[src/rtl/alu_mc.sv]
// Multi-cycle ALU: single-cycle logic/arith/shift ops plus iterative shift-add multiply.
// Optional restoring divider (DIVU/REMU) is compiled in when ALU_MC_DIV_EN is defined.
module alu_mc #(
   parameter int WIDTH = 32,
   parameter int SHW   = $clog2(WIDTH)
) (
   input  logic             clk,
   input  logic             rst_n,
   input  logic             in_valid,
   output logic             in_ready,
   input  logic [WIDTH-1:0] src_a,
   input  logic [WIDTH-1:0] src_b,
   input  logic [4:0]       op,
   output logic             out_valid,
   input  logic             out_ready,
   output logic [WIDTH-1:0] res,
   output logic             div_zero,
   output logic [1:0]       dbg_state
);

   // Handshake: a request is taken on a rising edge with in_valid && in_ready; a result
   // is consumed on a rising edge with out_valid && out_ready. in_ready is 1 only in IDLE,
   // out_valid is 1 only in DONE, so the two never complete in the same cycle.
   localparam logic [1:0] S_IDLE = 2'd0;
   localparam logic [1:0] S_BUSY = 2'd1;
   localparam logic [1:0] S_DONE = 2'd2;

   localparam int            CW   = $clog2(WIDTH) + 1;
   localparam logic [CW-1:0] LAST = CW'(WIDTH - 1);

   logic [1:0]       state;
   logic [CW-1:0]    cnt;
   logic [WIDTH-1:0] a_q, b_q, acc;
   logic [WIDTH-1:0] alu_res;
   logic [SHW-1:0]   sh;
   logic             is_iter;
   logic [WIDTH-1:0] step_a, step_b, step_acc, step_res;
   logic             step_dz;

`ifdef ALU_MC_DIV_EN
   logic             div_q, rem_q;
   logic [WIDTH:0]   rem_sh;
   logic [WIDTH-1:0] rem_diff, rem_nx;
   logic             ge;
`endif

   assign in_ready  = (state == S_IDLE);
   assign out_valid = (state == S_DONE);
   assign dbg_state = state;
   assign sh        = src_b[SHW-1:0];

`ifdef ALU_MC_DIV_EN
   assign is_iter = (op == 5'h0B) || (op == 5'h0C) || (op == 5'h0D);
`else
   assign is_iter = (op == 5'h0B);
`endif

   always_comb begin
      alu_res = '0;
      case (op)
         5'h00: alu_res = src_a;
         5'h01: alu_res = src_a + src_b;
         5'h02: alu_res = src_a ^ src_b;
         5'h03: alu_res = src_a | src_b;
         5'h04: alu_res = src_a & src_b;
         5'h05: alu_res = src_a - src_b;
         5'h06: alu_res = {{(WIDTH-1){1'b0}}, (src_a < src_b)};
         5'h07: alu_res = src_a << sh;
         5'h08: alu_res = src_a >> sh;
         5'h09: alu_res = WIDTH'($signed(src_a) >>> sh);
         5'h0A: alu_res = {{(WIDTH-1){1'b0}}, ($signed(src_a) < $signed(src_b))};
         default: alu_res = '0;
      endcase
   end

   // One iteration: multiply adds the shifted multiplicand when the current multiplier
   // bit is set; division shifts one dividend bit into the partial remainder.
   always_comb begin
      step_a   = a_q << 1;
      step_b   = b_q >> 1;
      step_acc = acc + (b_q[0] ? a_q : '0);
      step_res = step_acc;
      step_dz  = 1'b0;
`ifdef ALU_MC_DIV_EN
      rem_sh   = {acc, a_q[WIDTH-1]};
      ge       = (rem_sh >= {1'b0, b_q});
      rem_diff = rem_sh[WIDTH-1:0] - b_q;
      rem_nx   = ge ? rem_diff : rem_sh[WIDTH-1:0];
      if (div_q) begin
         step_acc = rem_nx;
         step_a   = {a_q[WIDTH-2:0], ge};
         step_b   = b_q;
         step_res = rem_q ? rem_nx : {a_q[WIDTH-2:0], ge};
         step_dz  = (b_q == '0);
      end
`endif
   end

   always_ff @(posedge clk) begin
      if (!rst_n) begin
         state    <= S_IDLE;
         cnt      <= '0;
         res      <= '0;
         div_zero <= 1'b0;
         a_q      <= '0;
         b_q      <= '0;
         acc      <= '0;
`ifdef ALU_MC_DIV_EN
         div_q    <= 1'b0;
         rem_q    <= 1'b0;
`endif
      end else begin
         case (state)
            S_IDLE: begin
               if (in_valid) begin
                  a_q <= src_a;
                  b_q <= src_b;
                  acc <= '0;
                  cnt <= '0;
`ifdef ALU_MC_DIV_EN
                  div_q <= (op == 5'h0C) || (op == 5'h0D);
                  rem_q <= (op == 5'h0D);
`endif
                  if (is_iter) begin
                     state <= S_BUSY;
                  end else begin
                     res      <= alu_res;
                     div_zero <= 1'b0;
                     state    <= S_DONE;
                  end
               end
            end
            S_BUSY: begin
               a_q <= step_a;
               b_q <= step_b;
               acc <= step_acc;
               cnt <= cnt + CW'(1);
               if (cnt == LAST) begin
                  cnt      <= '0;
                  res      <= step_res;
                  div_zero <= step_dz;
                  state    <= S_DONE;
               end
            end
            S_DONE: begin
               if (out_ready) state <= S_IDLE;
            end
            default: state <= S_IDLE;
         endcase
      end
   end

endmodule

[config.mk]
export PLATFORM = sky130hd
export DESIGN_NAME = alu_mc
export DESIGN_NICKNAME = d
export VERILOG_FILES = /design/src/rtl/alu_mc.sv
export SDC_FILE = /design/constraint.sdc
export NUM_CORES = 1
export LEC_CHECK = 0
export ABC_AREA = 0
export CAP_MARGIN = 25
export CORE_MARGIN = 5
export CORE_UTILIZATION = 42
export CTS_CLUSTER_DIAMETER = 60
export CTS_CLUSTER_SIZE = 24
export DETAILED_ROUTE_END_ITERATION = 8
export RECOVER_POWER = 50
export SYNTH_ARGS = -nofsm -noshare
export SYNTH_HDL_FRONTEND = slang
export SYNTH_SLANG_ARGS = --single-unit
[constraint.sdc]
create_clock -name clk -period 8.32 [get_ports clk]
set_input_delay 2.496 -clock clk [delete_from_list [all_inputs] [get_ports clk]]
set_output_delay 2.496 -clock clk [all_outputs]
set_load 0.01 [all_outputs]
# After elaboration in Yosys (flattened, before gate mapping)
# Index checks and enable logic that the tools add are counted.
op_classes:
  add_sub_neg: 4
  order_cmp: 2
  n_eq_ne: 18
  shifts: 3
  n_mux: 24
  bitwise_logic: 3
  reduce_logical: 6
ops:
  columns: ["cell", "n"]
  rows:
  - ["$pmux 32 s11", 1]
  - ["$pmux 32 s2", 4]
  - ["$mux 32", 7]
  - ["$add 32x32->32", 2]
  - ["$lt 32x32->1", 2]
  - ["$and 32x32->32", 1]
  - ["$or 32x32->32", 1]
  - ["$shl 32x5->32", 1]
  - ["$shr 32x5->32", 1]
  - ["$sshr 32x5->32", 1]
  - ["$sub 32x32->32", 1]
  - ["$xor 32x32->32", 1]
  - ["$eq 5x3->1 const B", 4]
  - ["$eq 5x4->1 const B", 4]
  - ["$mux 6", 2]
  - ["$pmux 6 s2", 1]
  - ["$eq 5x2->1 const B", 2]
  - ["$mux 2", 4]
  - ["$add 6x1->6 const B", 1]
  - ["$eq 6x5->1 const B", 1]
  - ["$ne 2x2->1 const B", 3]
  - ["$pmux 2 s3", 1]
  - ["$eq 5x1->1 const B", 1]
  - ["$logic_not 5->1", 1]
  - ["other kinds (10)", 12]
totals:
  register_bits: 137
  in_bits: 73
  out_inout_bits: 37
  wordCells: 67

# Depth between registers and ports, before layout
logic_depth:
  depth_word: 5
  mapped_depth: 16
  depth_no_buf: 14

# Least setup slack after synthesis
# Ideal clock, no wire load.
synth_path:
  path_kind: "input to register"
  start: "in src_b[2]"
  end: "reg res[23]"
  t_arrival_ps: 5759
  path_slack_ps: 2435
  path_stages: 15
  n_path_buf: 3
  path_cell_list: "inv_1 buf_2 buf_2 buf_1 ha_1 or2b_1 o211ai_2 a32oi_4 a311oi_4 a221o_2 and2_4 a221oi_2 a21oi_1 o41ai_1 a21oi_1"
synth_between:
  elab_chain_len: 5
  word_cells_on_any_way: 9
  cone_classes: "add/sub (2); shift (3); mux (4)"
synth_lines:
  columns: ["item", "line_no", "text"]
  rows:
  - ["start: declaration", "12", "input logic [WIDTH-1:0] src_b,"]
  - ["$sub 32x32->32 (tied with other cells)", "66", "5'h05: alu_res = src_a - src_b;"]
  - ["$pmux 32 s11 (*)", "60", "case (op)"]
  - ["$mux 32 (*)", "124", "if (is_iter) begin"]
  - ["$mux 32 (*)", "115", "if (in_valid) begin"]
  - ["$pmux 32 s2 (*)", "113", "case (state)"]
  - ["end signal: assignment", "127", "res <= alu_res;"]
  - ["end signal: assignment", "140", "res <= step_res;"]
  - ["end: declaration", "16", "output logic [WIDTH-1:0] res,"]
# Every way passes the cells marked *; elsewhere a longest branch is shown, timed or not. The select of a mux whose other input is x is not followed.
# A chain may end at the register's enable or synchronous reset.

# Worst setup path in the final report
layout_path:
  start: "in in_valid"
  end: "reg b_q[16]"
layout_between:
  elab_chain_len: 2
layout_lines:
  columns: ["item", "line_no", "text"]
  rows:
  - ["start: declaration", "9", "input logic in_valid,"]
  - ["$ne 2x2->1 (no line)", null, null]
  - ["$reduce_and 2->1 (no line)", null, null]
  - ["end signal: assignment", "117", "b_q <= src_b;"]
  - ["end signal: assignment", "135", "b_q <= step_b;"]
  - ["end: declaration", "33", "logic [WIDTH-1:0] a_q, b_q, acc;"]
# Every way passes these cells.

==> impl_metrics.py <==
metrics = {
    "clocking": {
        "clkTransAtPathRegs_ns": 0.07,
        "cts_buffers": 17,
        "cts_tree": "done",
        "cts.path.max_buffers": 2,
        "cts_resized": 0,
        "cts.htree.levels": 4,
        "cts-root-buf": "clkbuf_16",
        "cts_hold_buf": 0,
        "cts_setup_buffers": 0,
        "clkSinkCount": 136,
        "insertion_delay_ns": 0.45,
    },
    "grt": {
        "grt_pass1_vias": 16260,
        "antenna_found_initial": 3,
        "grt_start_max_net_pins": 81,
        "use_met1": 0.4369,
        "gr-max-usage-layer": "met2",
        "use_met3": 0.04911,
        "grt_pass1_wl_um": 100400,
        "met2_usage": 0.4772,
        "gr-total-overflow": 0,
        "track_usage": 0.3062,
    },
    "sta": {
        "clock_skew_ns": 0.01485,
        "final-setup-viol-count": 0,
        "maxSlewHeadroom": -0.7919,
        "finalHoldViolCount": 0,
        "setup-tns-final_ns": 0,
        "rsz0062_at_grt": "false",
        "min_period_ns": 6.190,
        "fin_crit_sh": 0.7440,
        "final_max_slew_viol_count": 86,
        "worst_slack_ns": 2.130,
        "worst-slew-pin-transition_ns": 2.688,
        "fmaxAchievable_mhz": 161.5,
    },
    "power_and_ir_drop": {
        "p_leak_nw": 7.246,
        "p_per_area_mw_per_mm2": 127.8,
        "peakVddDrop_uv": 122.5,
    },
    "setup_path": {
        "cp_slowest_cell": "clkbuf_1",
        "arrival_ns": 6.53,
        "critPathKind": "in2reg",
        "crit_family": "buffers and inverters",
        "timing.critical_path.buf_inv": 3,
        "cp_slowest_stage_delay_ns": 1.55,
        "cp-start-kind": "input pin",
        "critPathCaptureType": "register",
        "cp_cell_sequence": "dlygate4sd3_1 > nor2_1 > nor2_1 > clkbuf_1 > buf_4 > nor2_1 > a311oi_1",
        "crit_top_cell": "nor2_1",
        "cp_data_required_time_ns": 8.66,
        "worstPathMaxFanout": 77,
    },
    "floorplan": {
        "pin_count": 110,
        "core-area_mm2": 0.03776,
        "die_h_um": 205.9,
        "initial_core_util": 0.4268,
        "dieArea_mm2": 0.04238,
        "fp.dieW_um": 205.9,
        "rows": 71,
    },
    "final_layout": {
        "fin_util": 0.4754,
        "multi_input_area_mm2": 0.01229,
        "num-fill-cells": 3816,
        "design_area_mm2": 0.01795,
        "drive_above_1_share": 0.08849,
        "ff_latch_area_mm2": 0.002723,
        "areaGrowthSynthToFinish_pct": 11.40,
        "instances_no_fill": 2728,
        "final_nets": 2411,
    },
    "synth": {
        "ys.warnings.count": 0,
        "synth_top_area_share": 0.1690,
        "synthesis.area_mm2": 0.01611,
        "ys_async_sr_fraction": 0,
        "synth_seq_cells": 136,
        "ys_types": 102,
        "synth_fp_nets": 2426,
        "ys_seq_area_frac": 0.1690,
        "ys_top_cells_by_area": "dfxtp_1 17%, ha_1 10%, nand2_1 7.1%, a21oi_1 5.8%, nor2_1 5.2%",
        "synth_largest_area_cell": "dfxtp_1",
        "syn_area_per_cell_um2": 7.265,
        "synth_edf_count": 0,
        "ys.flop_type": "dfxtp_1",
        "syn_inst": 2218,
    },
    "status": {
        "status": "finished with violations",
        "violations": "max-capacitance violations, max-slew violations",
    },
    "min_path": {
        "hp-class": "reg2reg",
    },
    "placement": {
        "place_ws_ns": 1.912,
        "port_buffers": 108,
        "gp_congestion": 0.9481,
        "place_inst": 2695,
        "dp_hpwl_um": 49170,
        "placed_area_mm2": 0.01738,
    },
    "routing": {
        "num_vias": 17450,
        "drc": 0,
        "drtPass1Iterations": 7,
        "avgRoutedWirePerCell_um": 24.43,
        "via_per_inst": 6.396,
        "dr.first_iter.drc_count": 1838,
        "postRouteAntennaNets": 0,
        "drt-total-wl_um": 66650,
    },
    "job": {
        "maxCapViolCount": 2,
    },
}
flip-flops by register name, summed over array words and instances (netlist names):
register	flops
res	32
cnt	6
b_q	32
dbg_state	2
a_q	32
acc	32
report_power, final:
group	switching, W	internal, W
Sequential	0.0000282	0.000692
Combinational	0.000500	0.000296
Clock	0.000337	0.000441
Total	0.000865	0.00143
through the flow:
step | power [W] | hold WS [ns]
after global placement | 0.001510 | 0.4469
after CTS | 0.002293 | 0.4624
after global routing | 0.002395 | 0.4852
after floorplan | 0.001243 | 0.4406
final | 0.002293 | 0.4614
after detailed placement | 0.001513 | 0.4524
Yosys cell counts, drive strengths merged (24+ instances only):
| library cell | n |
|---|---|
| a211oi | 24 |
| a21o | 36 |
| a21oi | 187 |
| a22oi | 32 |
| a311oi | 66 |
| a31oi | 43 |
| and2 | 39 |
| buf | 52 |
| clkbuf | 127 |
| dfxtp | 136 |
| ha | 132 |
| inv | 100 |
| mux2 | 39 |
| mux2i | 47 |
| mux4 | 35 |
| nand2 | 305 |
| nand3 | 30 |
| nor2 | 227 |
| nor3 | 28 |
| o211ai | 28 |
| o21ai | 160 |
| xnor2 | 27 |
final cells by class:
cell class | instances | share of cell area
Inverter | 103 | 0.02161
Antenna cell | 2 | 0.0002788
Multi-Input combinational cell | 1800 | 0.6847
Clock inverter | 14 | 0.008295
Clock buffer | 17 | 0.02370
Timing Repair Buffer | 145 | 0.07410
Sequential cell | 136 | 0.1517
Tap cell | 511 | 0.03562
per-layer routing:
| layer | up-vias | wire [um] | share of wire |
|---|---|---|---|
| li1 | 8107 | - | - |
| met1 | 8376 | 29130 | 0.44 |
| met2 | 860 | 29640 | 0.44 |
| met3 | 106 | 6024 | 0.090 |
| met4 | 0 | 1854 | 0.028 |
| met5 | - | 0 | 0 |
logic make-up (layout without fill, tap and decap cells):
family / after synthesis / count (layout) / share of synthesized area
AND/OR/NAND/NOR: 753 / 753 / 0.2099
AO/OA/AOI/OAI: 751 / 751 / 0.3167
buffers and inverters: 282 / 279 / 0.07136
flip-flops: 136 / 136 / 0.1690
adder cells (fa/ha/maj): 135 / 135 / 0.1062
multiplexers: 121 / 121 / 0.1054
XOR/XNOR: 39 / 39 / 0.02120
other: 1 / 3 / 0.0002327
worst paths after layout:
| check | startpoint | cells past startpoint | slack, ns | endpoint |
|---|---|---|---|---|
| max | in_valid | 7 | 2.13 | b_q[16] |
| min | acc[17] | 2 | 0.46 | acc[17] |
| max reg2reg | b_q[0] | 14 | 4.14 | res[24] |
| min reg2reg | acc[17] | 2 | 0.46 | acc[17] |
worst reg2reg max path: stages (launching register included):
cell and delay (ns):
dfxtp_1 0.30, buf_4 0.21, and2_1 0.21, ha_1 0.25
fa_1 0.49, a211oi_1 0.33, o21ai_0 0.19, a221oi_1 0.46
o21ai_0 0.33, a31oi_1 0.36, o21bai_1 0.11, a21oi_1 0.18
mux2i_1 0.31, a41oi_1 0.15, a21o_1 0.19
cells in the final DEF, fill, tap and decap left out, types with 10 or more instances in the layout:
| cell type | instances |
|---|---|
| or3_1 | 14 |
| a21oi_1 | 185 |
| dfxtp_1 | 136 |
| o211ai_1 | 26 |
| and3_1 | 19 |
| mux4_2 | 35 |
| a211oi_1 | 23 |
| inv_1 | 96 |
| nand3_1 | 30 |
| ha_1 | 132 |
| a311oi_1 | 65 |
| o31ai_1 | 10 |
| o2111ai_1 | 15 |
| nand2b_1 | 20 |
| nor3_1 | 24 |
| mux2i_1 | 47 |
| buf_4 | 36 |
| a22oi_1 | 32 |
| dlygate4sd3_1 | 36 |
| clkbuf_16 | 17 |
| nor2_1 | 224 |
| nand2_1 | 305 |
| o21ai_0 | 152 |
| a221oi_1 | 20 |
| clkdlybuf4s50_1 | 67 |
| and2_1 | 38 |
| nor4_1 | 13 |
| o22ai_1 | 10 |
| a31oi_1 | 42 |
| a21o_1 | 36 |
| xor2_1 | 12 |
| nor2b_1 | 13 |
| xnor2_1 | 27 |
| mux2_2 | 39 |
| nand4_1 | 11 |
| o21bai_1 | 18 |
| a22o_1 | 11 |
(Power assumes the default switching activity.)
